**src/rtl/ctr_drbg_seed_ctrl_if.sv**
```systemverilog
// Block-cipher request/response channel between the CTR_DRBG seeding
// controller (master) and an external cipher core (slave).
//   aes_req    : master -> slave, request; held until aes_ack
//   aes_key    : master -> slave, cipher key, stable while aes_req is high
//   aes_block  : master -> slave, plaintext block, stable while aes_req is high
//   aes_ack    : slave -> master, completion; aes_result valid in same cycle
//   aes_result : slave -> master, ciphertext block
interface ctr_drbg_seed_ctrl_if #(
  parameter int unsigned KEY_W = 256
);
  logic             aes_req;
  logic [KEY_W-1:0] aes_key;
  logic [127:0]     aes_block;
  logic             aes_ack;
  logic [127:0]     aes_result;

  modport master (
    output aes_req, aes_key, aes_block,
    input  aes_ack, aes_result
  );

  modport slave (
    input  aes_req, aes_key, aes_block,
    output aes_ack, aes_result
  );
endinterface

```
**src/rtl/ctr_drbg_seed_ctrl.sv**
```systemverilog
// CTR_DRBG (no derivation function) seeding controller. Runs Instantiate
// (mode=0) and Reseed (mode=1) through one CTR_DRBG_Update sequencer, driving
// an external block cipher, and owns the DRBG working state Key/V/counter.
// Ports:
//   clk, rst           : clock, asynchronous active-high reset
//   start, mode        : request pulse (sampled in IDLE) and operation select
//   entropy, pers_add  : seed material, sampled with start (SEED_W bits each)
//   gen_inc            : one pulse per completed generate request
//   busy, done, err    : status; done/err are one-cycle pulses
//   aes                : cipher channel (master side)
//   key, value         : committed Key and V
//   reseedcounter      : reseed counter (saturating)
//   instantiated       : set by a successful instantiate
//   reseed_needed      : instantiated && reseedcounter > RESEED_INTERVAL
module ctr_drbg_seed_ctrl #(
  parameter int unsigned  KEY_W           = 256,
  parameter logic [31:0]  RESEED_INTERVAL = 32'h0001_0000,
  localparam int unsigned SEED_W          = KEY_W + 128,
  localparam int unsigned NBLK            = SEED_W / 128
) (
  input  logic                clk,
  input  logic                rst,
  input  logic                start,
  input  logic                mode,
  input  logic [SEED_W-1:0]   entropy,
  input  logic [SEED_W-1:0]   pers_add,
  input  logic                gen_inc,
  output logic                busy,
  output logic                done,
  output logic                err,
  ctr_drbg_seed_ctrl_if.master aes,
  output logic [KEY_W-1:0]    key,
  output logic [127:0]        value,
  output logic [31:0]         reseedcounter,
  output logic                instantiated,
  output logic                reseed_needed
);

  if (KEY_W != 128 && KEY_W != 256) begin : g_bad_key_w
    $error("ctr_drbg_seed_ctrl: KEY_W must be 128 or 256");
  end

  localparam logic [1:0] LAST_BLK = 2'(NBLK - 1);

  typedef enum logic [1:0] {IDLE, INC, ENC, UPD} state_t;

  state_t            state;
  logic [SEED_W-1:0] seed;
  logic [KEY_W-1:0]  kw;
  logic [127:0]      vw;
  logic [SEED_W-1:0] temp;
  logic [1:0]        blk_idx;

  assign reseed_needed = instantiated && (reseedcounter > RESEED_INTERVAL);

  always_ff @(posedge clk or posedge rst) begin
    if (rst) begin
      state         <= IDLE;
      seed          <= '0;
      kw            <= '0;
      vw            <= '0;
      temp          <= '0;
      blk_idx       <= '0;
      key           <= '0;
      value         <= '0;
      reseedcounter <= 32'd1;
      instantiated  <= 1'b0;
      busy          <= 1'b0;
      done          <= 1'b0;
      err           <= 1'b0;
      aes.aes_req   <= 1'b0;
      aes.aes_key   <= '0;
      aes.aes_block <= '0;
    end else begin
      done <= 1'b0;
      err  <= 1'b0;

      if (state == IDLE && instantiated && gen_inc && reseedcounter != '1) begin
        reseedcounter <= reseedcounter + 32'd1;
      end

      case (state)
        IDLE: begin
          if (start) begin
            if (!mode) begin
              seed    <= entropy ^ pers_add;
              kw      <= '0;
              vw      <= '0;
              blk_idx <= '0;
              busy    <= 1'b1;
              state   <= INC;
            end else if (instantiated) begin
              seed    <= entropy ^ pers_add;
              kw      <= key;
              vw      <= value;
              blk_idx <= '0;
              busy    <= 1'b1;
              state   <= INC;
            end else begin
              err <= 1'b1;
            end
          end
        end

        INC: begin
          // The cipher operands are registered here so they stay frozen for
          // the whole ENC wait, however long the ack takes.
          vw            <= vw + 128'd1;
          aes.aes_req   <= 1'b1;
          aes.aes_key   <= kw;
          aes.aes_block <= vw + 128'd1;
          state         <= ENC;
        end

        ENC: begin
          if (aes.aes_ack) begin
            // Shift in from the bottom: after NBLK blocks, block 0 sits in
            // the MSBs of temp.
            temp        <= {temp[SEED_W-129:0], aes.aes_result};
            aes.aes_req <= 1'b0;
            if (blk_idx == LAST_BLK) begin
              state <= UPD;
            end else begin
              blk_idx <= blk_idx + 2'd1;
              state   <= INC;
            end
          end
        end

        UPD: begin
          key           <= temp[SEED_W-1:128] ^ seed[SEED_W-1:128];
          value         <= temp[127:0] ^ seed[127:0];
          // Overrides any gen_inc increment scheduled above.
          reseedcounter <= 32'd1;
          instantiated  <= 1'b1;
          done          <= 1'b1;
          busy          <= 1'b0;
          state         <= IDLE;
        end

        default: state <= IDLE;
      endcase
    end
  end

endmodule

```
**src/flat_wrapper.sv**
```systemverilog
// flat-port wrapper written by rule: the top's interface ports become plain ports
module ctr_drbg_seed_ctrl_flat 
#(
  parameter int unsigned  KEY_W           = 256,
  parameter logic [31:0]  RESEED_INTERVAL = 32'h0001_0000,
  localparam int unsigned SEED_W          = KEY_W + 128,
  localparam int unsigned NBLK            = SEED_W / 128
)
  (clk, rst, start, mode, entropy, pers_add, gen_inc, busy, done, err, key, value, reseedcounter, instantiated, reseed_needed, aes_aes_req, aes_aes_key, aes_aes_block, aes_aes_ack, aes_aes_result);
  ctr_drbg_seed_ctrl_if #(.KEY_W(KEY_W)) aes_i ();
  input  logic clk;
  input  logic rst;
  input  logic start;
  input  logic mode;
  input  logic [SEED_W-1:0] entropy;
  input  logic [SEED_W-1:0] pers_add;
  input  logic gen_inc;
  output logic busy;
  output logic done;
  output logic err;
  output logic [KEY_W-1:0] key;
  output logic [127:0] value;
  output logic [31:0] reseedcounter;
  output logic instantiated;
  output logic reseed_needed;
  output wire logic [$bits(aes_i.aes_req)-1:0] aes_aes_req;
  output wire logic [$bits(aes_i.aes_key)-1:0] aes_aes_key;
  output wire logic [$bits(aes_i.aes_block)-1:0] aes_aes_block;
  input wire logic [$bits(aes_i.aes_ack)-1:0] aes_aes_ack;
  input wire logic [$bits(aes_i.aes_result)-1:0] aes_aes_result;
  assign aes_aes_req = aes_i.aes_req;
  assign aes_aes_key = aes_i.aes_key;
  assign aes_aes_block = aes_i.aes_block;
  assign aes_i.aes_ack = aes_aes_ack;
  assign aes_i.aes_result = aes_aes_result;
  ctr_drbg_seed_ctrl #(.KEY_W(KEY_W), .RESEED_INTERVAL(RESEED_INTERVAL)) u_core (.clk(clk), .rst(rst), .start(start), .mode(mode), .entropy(entropy), .pers_add(pers_add), .gen_inc(gen_inc), .busy(busy), .done(done), .err(err), .aes(aes_i), .key(key), .value(value), .reseedcounter(reseedcounter), .instantiated(instantiated), .reseed_needed(reseed_needed));
endmodule
```
**config.mk**
```make
export PLATFORM = sky130hd
export DESIGN_NAME = ctr_drbg_seed_ctrl_flat
export DESIGN_NICKNAME = d
export VERILOG_FILES = /design/src/rtl/ctr_drbg_seed_ctrl_if.sv /design/src/rtl/ctr_drbg_seed_ctrl.sv /design/src/flat_wrapper.sv
export SDC_FILE = /design/constraint.sdc
export NUM_CORES = 2
export LEC_CHECK = 0
export CELL_PAD_IN_SITES_DETAIL_PLACEMENT = 1
export CELL_PAD_IN_SITES_GLOBAL_PLACEMENT = 1
export CORE_AREA = 2 2 660 662
export CTS_BUF_LIST = sky130_fd_sc_hd__clkbuf_8
export CTS_CLUSTER_DIAMETER = 150
export DETAILED_ROUTE_END_ITERATION = 10
export DIE_AREA = 0 0 662 664
export PLACE_DENSITY_LB_ADDON = 0.1
export SETUP_SLACK_MARGIN = 0.15
export SLEW_MARGIN = 20
export SYNTH_ARGS = -nofsm -noshare
export SYNTH_HDL_FRONTEND = slang
export SYNTH_SLANG_ARGS = --single-unit
```
**constraint.sdc**
```tcl
create_clock -name clk -period 174.4 [get_ports clk]
set_input_delay 17.44 -clock clk [delete_from_list [all_inputs] [get_ports clk]]
set_output_delay 17.44 -clock clk [all_outputs]
set_load 0.02 [all_outputs]
```
Word level (Yosys, flattened, before mapping)

Cells that the tools add are included.

$add $sub $neg: 3
Magnitude comparators: 1
Eq/ne operators: 10
Multiplexer cells: 33
Bitwise operators: 3
Reduce and logical (&&, ||, !) cells: 17

Operators with widths:

| operator                                                                | number |
|---|---|
| 384-bit 2-to-1 mux                                                      | 2 |
| 256-bit 2-to-1 mux                                                      | 2 |
| 128-bit 2-to-1 mux                                                      | 3 |
| 384-bit bitwise XOR                                                     | 1 |
| 128-bit one-hot mux with 2 select lines                                 | 1 |
| 256-bit bitwise XOR                                                     | 1 |
| 128-bit by 1-bit adder with 128-bit output (second input constant)      | 1 |
| 128-bit bitwise XOR                                                     | 1 |
| 32-bit 2-to-1 mux                                                       | 2 |
| 32-bit by 1-bit adder with 32-bit output (second input constant)        | 1 |
| 32-bit by 17-bit > comparator with 1-bit output (second input constant) | 1 |
| 32-bit inequality test (second input constant)                          | 1 |
| 2-bit 2-to-1 mux                                                        | 10 |
| 3-bit AND reduction                                                     | 4 |
| 2-bit nonzero test                                                      | 5 |
| 1-bit 2-to-1 mux                                                        | 9 |
| 2-bit one-hot mux with 4 select lines                                   | 1 |
| 2-bit == test (second input constant)                                   | 3 |
| 2-bit inequality test (second input constant)                           | 3 |
| 5-bit AND reduction                                                     | 1 |
| 1-bit logical AND                                                       | 4 |
| 1-bit one-hot mux with 2 select lines                                   | 2 |
| 2-bit one-hot mux with 2 select lines                                   | 1 |
| 2-bit AND reduction                                                     | 2 |
| 5 further kinds                                                         | 5 |

Flip-flop bits (word level): 1961
Bits of input ports: 902
Output and inout bits: 806

Depth between registers and ports, before layout

Depth after elaboration: 6
Gate-level depth with buffers: 11
Depth with buffers taken out: 8

Worst setup path after synthesis

OpenSTA, ideal clock, no wires.

Kind: in2reg
Start point: in mode
End point: reg u_core.vw[12]
Arrival time: 18868 ps
Data required time: 174265 ps
Path slack: 155397 ps
Stages: 8
Buffers on the path: 4
Path through: nand2b_1 -> nand3_1 -> and2_1 -> clkbuf_1 -> clkbuf_1 -> clkbuf_1 -> clkbuf_1 -> o22ai_1

Cells in the longest elaborated chain, start to end: 3
Elaborated cells on any way between the ends: 5
Those cells by class: 1 x eq/ne; 3 x mux; 1 x reduce/logical

RTL lines:

| element                                 | line                      | RTL |
|---|---|---|
| from (decl)                             | flat_wrapper.sv:14        | `input logic mode;` |
| 128-bit 2-to-1 mux                      | ctr_drbg_seed_ctrl.sv:85  | `if (!mode) begin` |
| 128-bit 2-to-1 mux                      | ctr_drbg_seed_ctrl.sv:84  | `if (start) begin` |
| 128-bit one-hot mux with 2 select lines | ctr_drbg_seed_ctrl.sv:82  | `case (state)` |
| to (signal assigned)                    | ctr_drbg_seed_ctrl.sv:95  | `vw <= value;` |
| to (signal assigned)                    | ctr_drbg_seed_ctrl.sv:108 | `vw <= vw + 128'd1;` |
| to (decl)                               | ctr_drbg_seed_ctrl.sv:50  | `logic [127:0] vw;` |

Parallel ways exist; a longest one is shown, timed or not. The select of a mux whose other input is x is not followed.
A chain may end at the register's enable or synchronous reset.

Worst setup path in the final report

Start point: in mode
End point: reg u_core.seed[333]

Cells in the longest elaborated chain, start to end: 2
Elaborated cells on any way between the ends: 3
Those cells by class: 1 x eq/ne; 1 x mux; 1 x reduce/logical

RTL lines:

| element                                                    | line                     | RTL |
|---|---|---|
| 2-bit by 1-bit inequality test with 1-bit output (no line) | --                       |  |
| 3-bit AND reduction (no line)                              | --                       |  |
| to (signal assigned)                                       | ctr_drbg_seed_ctrl.sv:86 | `seed <= entropy ^ pers_add;` |
| to (signal assigned)                                       | ctr_drbg_seed_ctrl.sv:93 | `seed <= entropy ^ pers_add;` |
| to (decl)                                                  | ctr_drbg_seed_ctrl.sv:48 | `logic [SEED_W-1:0] seed;` |

Parallel ways exist; a longest one is shown, timed or not.

==> impl_metrics.ini <==
[detailed_routing]
dr.pass1.iters = 7
antenna_left = 0
vias = 67955
vias_per_cell = 4.33
routedWlPerCell_microns = 29.7
drtIter0Drc = 3836
wl_microns = 467000
drc = 0

[synthesis]
synth_edf_count = 0
yosysWarnings = 0
synth_top_cell_by_area = dfrtp_1
synth_top_area_frac = 0.579
synth_area_leaders = dfrtp_1, xnor2_1, mux2_2
synth.distinct_cells = 82
netlist_area_sq_mm = 0.0847
ys_seq_area_frac = 0.579
synthArstFlopShare = 1.00
syn_inst = 7847
ys.flop_type = dfrtp_1
synth.avg_cell_area_sq_um = 10.8
yosys_register_bits = 1961
synth_nets = 8758

[timing]
hold_viol = 0
post-route-period-util = 0.123
fin_crit_ns = 21.53
timing.hold.ws_ns = 0.457
drv_slew = 0
setup_viol = 0
tns_ns = 0
fmax_ghz = 0.0464
rsz0062_at_grt = no
finalWorstSetupSlack_ns = 152.87
worst_slew_pin_slew_ns = 1.12
fin_skew_ns = 0.0601
slew_headroom = 0.248

[run_status]
status = finished clean

[cts]
numCtsBuffers = 399
ctsRootBufferMaster = clkbuf_8
clk_path_buf_depth = 4
cts_hold_buf = 0
path_clk_slew_ns = 0.06
cts.repair.resized = 0
post_cts_buffers = 0
htree_levels = 5
cts_sinks = 1961
clk_latency_ns = 1.11
cts_tree = yes

[worst_setup_path]
r2r-start = u_core.state[0]
path_cells = buf_8, nand2b_1, nand3_4, buf_4, buf_4, buf_4, buf_4, o21ai_0
required_ns = 175.32
max_stage_delay_ns = 0.92
path_class = in -> reg
cp_top_family = buffers and inverters
cp_slowest_cell = buf_4
start_kind = primary input
cp-end-kind = flip-flop
worst-path-max-fanout = 99
crit_buf_inv = 5
crit_path_start = mode
cp_common_cell = buf_4
cp.arrival_ns = 22.45

[cells_and_area]
final_common_cell = dfrtp_1
final_cell_mix = dfrtp_1, clkdlybuf4s50_1, nand2_1
num-nets-final = 10497
area_growth_pct = 37.5
fillers = 48248
layout-drive-gt1-share = 0.140

[power_and_ir_drop]
power_mw = 2.35
p_switching_mw = 1.01
clkPwrFrac = 0.208
max-vdd-ir-drop_mv = 0.00847
swShare = 0.430
leakage_nw = 48.3
power_density_mw_per_mm2 = 20.2
pwr-share-comb = 0.404
pwr-share-seq = 0.388
p_int_mw = 1.34

[floorplan]
core-area_sq_mm = 0.433
start_util = 0.196
rows = 242
io_pins = 1708
die-height_microns = 664
die_area_sq_mm = 0.440
die_x_microns = 662

[placed_design]
pre_cts_slack_ns = 151.42
gp_congestion = 0.966
portBuffers = 1707
hpwl_microns = 364000

[global_routing]
grt_antenna_before_repair = 264
grt_pass1_vias = 72584
gr-total-overflow = 0
grtUsageTotal = 0.207
grt_max_degree = 172
grt_pass1_wl_microns = 631000

[worst_hold_path]
min_path_type = reg -> reg
min_from = u_core.kw[93]

[flow_run]
drv_cap = 0
[worst reg2reg max path: cells and delay by family (launching register included)]
family                   cells  cell delay (ns)
flip-flops                   1             0.50
adder cells (fa/ha/maj)      1             0.42
AND/OR/NAND/NOR              1             0.51
AO/OA/AOI/OAI                1             0.30
buffers and inverters        5             3.64
[sequential cells by signal (all words and copies together) (netlist names)]
signal                count
u_core.key              256
u_core.done               1
u_core.kw               256
u_core.vw               128
u_core.aes.aes_key      256
u_core.temp             384
u_core.seed             384
u_core.err                1
u_core.state              2
u_core.reseedcounter     32
u_core.blk_idx            2
u_core.aes.aes_req        1
u_core.busy               1
u_core.aes.aes_block    128
u_core.instantiated       1
u_core.value            128
[through the flow]
stage               instance area, sq um  utilization  std cells
global route                      116000        0.269      15665
CTS                               116000        0.269      15623
detailed placement                108000        0.250      14919
global placement                  108000        0.250      14919
finish                            116000        0.269      15697
floorplan                          84700            -       7847
[cell type report]
class | count | area [sq um] | share of cell area
flip-flops and latches | 1961 | 49100 | 0.421
multi-input cells | 5329 | 33600 | 0.289
repair buffers | 1846 | 18200 | 0.156
well taps | 5734 | 7170 | 0.0616
clock buffers | 505 | 6950 | 0.0597
clock inverters | 199 | 1060 | 0.00909
inverters | 49 | 193 | 0.00165
diodes | 74 | 185 | 0.00159
[power groups by stage]
stage	clock network, mW	logic (mW)	registers, mW
global placement	0	0.956	0.925
finish	0.490	0.949	0.912
CTS	0.513	0.977	0.925
global route	0.533	1.04	0.943
floorplan	0	0.454	0.903
detailed placement	0	0.972	0.930
[final timing paths]
| path | endpoint | slack (ns) | cells past startpoint |
|---|---|---|---|
| worst max-delay path | u_core.seed[333] | 152.87 | 8 |
| worst min-delay path | u_core.aes.aes_key[93] | 0.46 | 1 |
| worst max register to register | u_core.seed[333] | 168.89 | 8 |
| worst min register to register | u_core.aes.aes_key[93] | 0.46 | 1 |
| max in group asynchronous | u_core.aes.aes_block[24] | 153.00 | 7 |
| min in group asynchronous | u_core.aes.aes_key[217] | 16.90 | 2 |
[logic make-up after synthesis]
| kind of cell | after synthesis | synth area share |
|---|---|---|
| and+or+nand+nor | 2454 | 0.129 |
| xor gates and xnor gates | 906 | 0.0937 |
| adders and majority gates | 9 | 0.00133 |
| AOI/OAI and AO/OA | 1315 | 0.0863 |
| muxes | 645 | 0.0857 |
| buffers and inverters | 557 | 0.0250 |
| DFF | 1961 | 0.579 |
[per-layer routing]
layer,GRT usage,vias to the layer above,share of wire
met5,0,-,0.0014
met2,0.377,2129,0.52
li1,-,30438,-
met1,0.226,34439,0.37
met3,0.0529,853,0.064
met4,0.0871,96,0.046
[cell usage after synthesis, drive strengths merged (49+ instances only)]
library cell and number:
a21oi 612, clkbuf 464, dfrtp 1960, inv 49, mux2 642, nand2 1048
nand3 348, nand4 110, nor2 620, nor3 73, nor4 83, o21ai 461
xnor2 872
Note: power is estimated with default switching activity, not from simulation.
